===== src/rtl/prim_clock_mux2_sel_ctrl.sv =====
// prim_clock_mux2_sel_ctrl: gates the clock, flips the 2:1 mux select, lets it settle, then ungates and acks.
module prim_clock_mux2_sel_ctrl #(
    parameter int unsigned GateCycles   = 4,
    parameter int unsigned SettleCycles = 8,
    parameter logic        ResetSel     = 1'b0
) (
    input  logic clk_i,
    input  logic rst_ni,
    input  logic req_valid_i,
    input  logic req_sel_i,
    output logic req_ready_o,
    output logic sel_o,
    output logic gate_en_o,
    output logic busy_o,
    output logic ack_o
);
    localparam int unsigned MaxCycles = (GateCycles > SettleCycles) ? GateCycles : SettleCycles;
    localparam int unsigned CntW = $clog2(MaxCycles + 1);
    localparam logic [CntW-1:0] GateLoad = CntW'(GateCycles - 1);
    localparam logic [CntW-1:0] SettleLoad = CntW'(SettleCycles - 1);

    if (GateCycles < 1 || GateCycles > 255) begin : g_bad_gate
        $error("GateCycles must be in 1..255");
    end
    if (SettleCycles < 1 || SettleCycles > 255) begin : g_bad_settle
        $error("SettleCycles must be in 1..255");
    end

    typedef enum logic [1:0] {IDLE, WAIT_GATE, WAIT_SETTLE, ACK} state_e;

    state_e state_q, state_d;
    logic [CntW-1:0] cnt_q, cnt_d;
    logic sel_q, sel_d, gate_q, gate_d, ack_q, ack_d, tgt_q, tgt_d;

    always_ff @(posedge clk_i or negedge rst_ni) begin
        if (!rst_ni) begin
            state_q <= IDLE;
            cnt_q   <= '0;
            sel_q   <= ResetSel;
            gate_q  <= 1'b1;
            ack_q   <= 1'b0;
            tgt_q   <= ResetSel;
        end else begin
            state_q <= state_d;
            cnt_q   <= cnt_d;
            sel_q   <= sel_d;
            gate_q  <= gate_d;
            ack_q   <= ack_d;
            tgt_q   <= tgt_d;
        end
    end

    // The select only moves in WAIT_GATE, where the gate is guaranteed off.
    always_comb begin
        state_d = state_q;
        cnt_d   = cnt_q;
        sel_d   = sel_q;
        gate_d  = gate_q;
        ack_d   = 1'b0;
        tgt_d   = tgt_q;
        case (state_q)
            IDLE: begin
                if (req_valid_i) begin
                    tgt_d = req_sel_i;
                    if (req_sel_i == sel_q) begin
                        state_d = ACK;
                        ack_d   = 1'b1;
                    end else begin
                        state_d = WAIT_GATE;
                        gate_d  = 1'b0;
                        cnt_d   = GateLoad;
                    end
                end
            end
            WAIT_GATE: begin
                if (cnt_q != '0) begin
                    cnt_d = cnt_q - CntW'(1);
                end else begin
                    sel_d   = tgt_q;
                    cnt_d   = SettleLoad;
                    state_d = WAIT_SETTLE;
                end
            end
            WAIT_SETTLE: begin
                if (cnt_q != '0) begin
                    cnt_d = cnt_q - CntW'(1);
                end else begin
                    gate_d  = 1'b1;
                    ack_d   = 1'b1;
                    state_d = ACK;
                end
            end
            ACK:     state_d = IDLE;
            default: state_d = IDLE;
        endcase
    end

    assign req_ready_o = (state_q == IDLE);
    assign busy_o      = (state_q != IDLE);
    assign sel_o       = sel_q;
    assign gate_en_o   = gate_q;
    assign ack_o       = ack_q;
endmodule


===== config.mk =====
export PLATFORM = sky130hd
export DESIGN_NAME = prim_clock_mux2_sel_ctrl
export DESIGN_NICKNAME = d
export VERILOG_FILES = /design/src/rtl/prim_clock_mux2_sel_ctrl.sv
export SDC_FILE = /design/constraint.sdc
export NUM_CORES = 1
export LEC_CHECK = 0
export CORE_MARGIN = 2
export CORE_UTILIZATION = 30
export DETAILED_ROUTE_END_ITERATION = 10
export SYNTH_ARGS = -nofsm -noshare
export SYNTH_HDL_FRONTEND = slang
export SYNTH_SLANG_ARGS = --single-unit

===== constraint.sdc =====
create_clock -name clk_i -period 2.47 [get_ports clk_i]
set_input_delay 0.247 -clock clk_i [delete_from_list [all_inputs] [get_ports clk_i]]
set_output_delay 0.247 -clock clk_i [all_outputs]
set_load 0.03 [all_outputs]

; After elaboration in Yosys (flattened, before gate mapping)
; Cells that the tools add are included.
; Widths: inputs -> output; s select.
[totals]
ramBits = 0
elab_cells = 45
latch_bits = 0
regBits = 10
rom_bits = 0
input_bits = 4
memories = 0
output_inout_bits = 5
[classes]
multipliers = 0
n_lt_le_gt_ge = 0
mux = 18
eq_ne = 9
div_mod_pow = 0
shifts = 0
n_reduce_logical = 10
n_addsub = 1
bitwise_logic = 1
[ops]
columns = cell, n
row1 = $mux 4, 4
row2 = $pmux 4 s3, 1
row3 = $ne 2x2->1 const B, 5
row4 = $mux 2, 4
row5 = $pmux 2 s4, 1
row6 = $reduce_and 4->1, 2
row7 = $mux 1, 6
row8 = $eq 2x2->1 const B, 2
row9 = $pmux 1 s2, 2
row10 = $reduce_and 2->1, 2
row11 = $reduce_bool 2->1, 2
row12 = $reduce_bool 4->1, 1
row13 = $sub 4x1->4 const B, 1
row14 = $reduce_and 3->1, 1
row15 = $reduce_bool 3->1, 1
row16 = $eq 2x1->1 const B, 1
row17 = $logic_not 2->1, 1
row18 = $eq 1x1->1, 1
row19 = $not 1->1, 1

; Depth between registers and ports, before layout
; Gate-level depths: netlist of run 1.
[logic_depth]
ltp_word = 4
depth_mapped = 7

; Worst setup path after synthesis of run 1
; No wires, ideal clock.
[synth_timing]
path_kind = register -> register
start = reg state_q[1]
end = reg cnt_q[0]
path_stages_with_launch = 8
slack_ns = 0.784
required_ns = 2.349
path_buffers = 1
t_arrival_ns = 1.564
cell_sequence = dfrtp_1 -> inv_1 -> ha_1 -> buf_4 -> nor2_1 -> a31oi_2 -> nor2b_1 -> o22a_1
[synth_via]
elab_chain_cells = 3
elab_cells_between_ends = 9
cone_classes = eq/ne: 5 / mux: 1 / reduce/logical: 3
[synth_rtl]
columns = element, line_no
row1 = "start, declared", 31  ; state_e state_q, state_d;
row2 = "start signal, assigned", 44  ; state_q <= state_d;
row3 = $logic_not 2->1 *, -
row4 = named net req_ready_o, 11  ; output logic req_ready_o,
row5 = $ne 2x2->1 (no source line) / $reduce_bool 3->1 (equally long branches), -
row6 = $reduce_and 4->1 (no source line), -
row7 = "end signal, assigned", 45  ; cnt_q <= cnt_d;
row8 = "end, declared", 32  ; logic [CntW-1:0] cnt_q, cnt_d;
; The timed path passes the listed nets; every way through them passes the cells marked *.
; A chain may end at the register's enable or synchronous reset.

; Final worst setup path of run 1
[layout_timing]
start = reg state_q[1]
end = out req_ready_o
[layout_via]
elab_chain_cells = 1
[layout_rtl]
columns = element, line_no
row1 = $logic_not 2->1, 98  ; assign req_ready_o = (state_q == IDLE);
row2 = "end, declared", 11
; Every way passes these cells.

==> results_dict.tcl, run 1 <==
set metrics [dict create \
    status "finished clean" \
    yosysTopAreaCellShare_pct 36.6 \
    holdCritPathClass "input port to async pin" \
    antenna_found_initial 0 \
    maxSlewViolCount 0 \
    synth_nets 74 \
    multi_input_area_sq_um 327 \
    crit_path_end_kind "output port" \
    postCtsSetupBuffers 0 \
    dr.first_iter.drc_count 11 \
    n_fill_cell 205 \
    htreeDepth 1 \
    maxSlewHeadroom_pct 69.9 \
    grt_overflow 0 \
    fin_hold_ws_ns 0.292 \
    cts_buffers 3 \
    core_area_sq_um 1940 \
    grt_pass1_wl_um 2380 \
    ctsRootBufferMaster "clkbuf_4" \
    path_clk_slew_ns 0.07 \
    n_antenna_cell 0 \
    met1_usage_pct 17.4 \
    syn2layout_area_growth_pct 21.5 \
    num_rows 16 \
    path_cells "inv_1 > ha_1 > clkdlybuf4s50_1" \
    synth.most_common_cell "dfrtp_1" \
    worstPathMaxFanout 9 \
    die_y_um 49.3 \
    netlist_instances 65 \
    synth_cell_type_count 25 \
    vias 516 \
    rsz0062_at_grt "no" \
    io_pins 9 \
    place.gp.congestion 0.848 \
    fin_tns_setup_ns 0 \
    synthTopCellsByArea "dfrtp_1 (37%), ha_1 (10%), o21ai_0 (4.9%)" \
    syn_area_sq_um 616 \
    p_leak_uw 0.000328 \
    dp_hpwl_um 948 \
    wl_um 1280 \
    drc 0 \
    max_cap_violations 0 \
    port_buffers 8 \
    cts_sinks 10 \
    cp.required_ns 2.22 \
    viasPerCell 5.01 \
    grt_busiest_layer "met2" \
    crit_arrival_ns 1.87 \
    critical_path_class "flop to output port" \
    insertion_delay_ns 0.26 \
    grt_start_max_net_pins 11 \
    seq_area_sq_um 251 \
    ant_nets 0 \
    ys_async_sr_fraction_pct 100 \
    drive_gt1_share_pct 10.5 \
    postCtsResizedCells 0 \
    start_util_pct 31.7 \
    fmax_mhz 473 \
    tritoncts "yes" \
    vdd_drop_max_v 0.000673 \
    yosys-top-cells-count "dfrtp_1 (9), inv_1 (8), o21ai_0 (6), ha_1 (5), nor2_1 (5)" \
    skew_ns 0.00131 \
    ctsHoldBuffers 0 \
    period_minus_slack_ns 2.11 \
    cpMaxStageDelayCell "clkdlybuf4s50_1" \
    dr.pass1.iters 4 \
    synth_seq_cells 10 \
    grt_usage_pct 12.7 \
    grtUsageMet2_pct 18.7 \
    synth_warnings 0 \
    start_kind "flop" \
    die_area_sq_um 2430 \
    synth_top_cell_by_area "dfrtp_1" \
    die_x_um 49.3 \
    synth_edf_count 0 \
    tightest_slew_ns 0.450 \
    nNetsFinal 86 \
    route.detailed.wl_per_inst_um 12.4 \
    grt_pass1_vias 531 \
    use_met3_pct 3.99 \
    hold_viol 0 \
    finalCritPeriodShare_pct 85.6 \
    slowest_delay_ns 0.73 \
    pwr_density_cell_nw_per_um2 1440 \
    dominantRegCellSynth "dfrtp_1" \
    yosysSeqAreaShare_pct 40.9 \
    synth_area_per_cell_sq_um 9.47 \
    setup_viol 0 \
    clock_path_buffers 2 \
]
-- flip-flops by register name, indices dropped and copies added (netlist names) --
name,cells
gate_en_o,1
state_q,2
ack_o,1
tgt_q,1
sel_o,1
cnt_q,4
-- layout make-up --
cell class / instances / share of cell area (%)
Clock buffer: 4 / 3.51
Inverter: 8 / 4.01
Multi-Input combinational cell: 46 / 43.6
Sequential cell: 10 / 33.6
Tap cell: 27 / 4.52
Timing Repair Buffer: 8 / 10.7
-- path summary, 6_finish.rpt --
kind	slack (ns)	endpoint	startpoint	depth (start not counted)
max in group asynchronous	1.84	gate_en_o$_DFFE_PN1P_	rst_ni	1
min in group clk_i	0.50	sel_o$_DFFE_PN0P_	tgt_q$_DFFE_PN0P_	1
max	0.36	req_ready_o	state_q[1]$_DFFE_PN0P_	3
min	0.29	cnt_q[2]$_DFFE_PN0P_	rst_ni	1
min reg2reg	0.50	sel_o$_DFFE_PN0P_	tgt_q$_DFFE_PN0P_	1
max reg2reg	0.78	cnt_q[0]$_DFFE_PN0P_	state_q[1]$_DFFE_PN0P_	6
-- metrics by stage --
stage	util, %	cell area, sq um	instances	setup WS [ns]	power (uW)
6_report	38.5	748	103	0.357	1080
3_5_place_dp	37.2	722	99	0.675	951
3_3_place_gp	37.2	722	99	0.709	940
5_1_grt	38.5	748	103	0.275	1180
4_1_cts	38.5	748	103	0.367	1080
2_1_floorplan	-	616	65	0.784	780
-- cells in the final DEF (no fill, tap or decap), drive strengths merged, types with 3 or more instances in the layout --
| cell type | Yosys | final |
|---|---|---|
| inv | 8 | 8 |
| nand2 | 4 | 4 |
| clkdlybuf4s50 | 0 | 8 |
| nor2 | 5 | 5 |
| a21oi | 4 | 4 |
| clkbuf | 0 | 4 |
| dfrtp | 9 | 9 |
| o21ai | 6 | 6 |
| o22a | 3 | 3 |
| ha | 5 | 5 |
-- layer usage --
layer  routed length (um)  share of wire, %
met5                    0                 0
met4                    8              0.63
met3                   49               3.8
met2                  585                46
met1                  633                50
-- cells by family (layout without fill, tap and decap cells) --
group	after synthesis	after routing	synth area share (%)
multiplexers	2	2	3.66
AO/OA/AOI/OAI	20	20	21.8
adder cells (fa/ha/maj)	5	5	10.2
flip-flops	10	10	40.9
buffers and inverters	9	20	6.10
XOR/XNOR	1	1	2.64
AND/OR/NAND/NOR	18	18	14.8
-- worst max-delay path, delay by kind of cell (launching register included) --
| kind | cells | cell delay, ns |
|---|---|---|
| buffers and inverters | 2 | 0.85 |
| adders and majority gates | 1 | 0.34 |
| DFF | 1 | 0.41 |
-- where the power goes --
group / total [uW] / switching [uW] / internal, uW / leakage (uW)
Sequential: 302 / 59.1 / 243 / 0.000121
Clock: 122 / 59.5 / 62.5 / 0.0000150
Combinational: 655 / 379 / 275 / 0.000192
Note: power is estimated with default switching activity, not from simulation.
==> run 2: changes to the inputs <==
SLEW_MARGIN = 10   (was default)
clock period = 2.5 ns   (was 2.47 ns; I/O delays follow)
==> results of run 2 <==
Same layout as run 1 (identical final DEF). Status: finished clean.
Among the figures that moved: setup slack after placement 0.675 ns -> 0.702 ns; setup slack after layout 0.357 ns -> 0.384 ns; hold slack 0.292 ns -> 0.295 ns; register-to-register setup slack 0.78 ns -> 0.81 ns; total power 1080 uW -> 1070 uW; worst IR drop on VDD 0.000673 V -> 0.000665 V
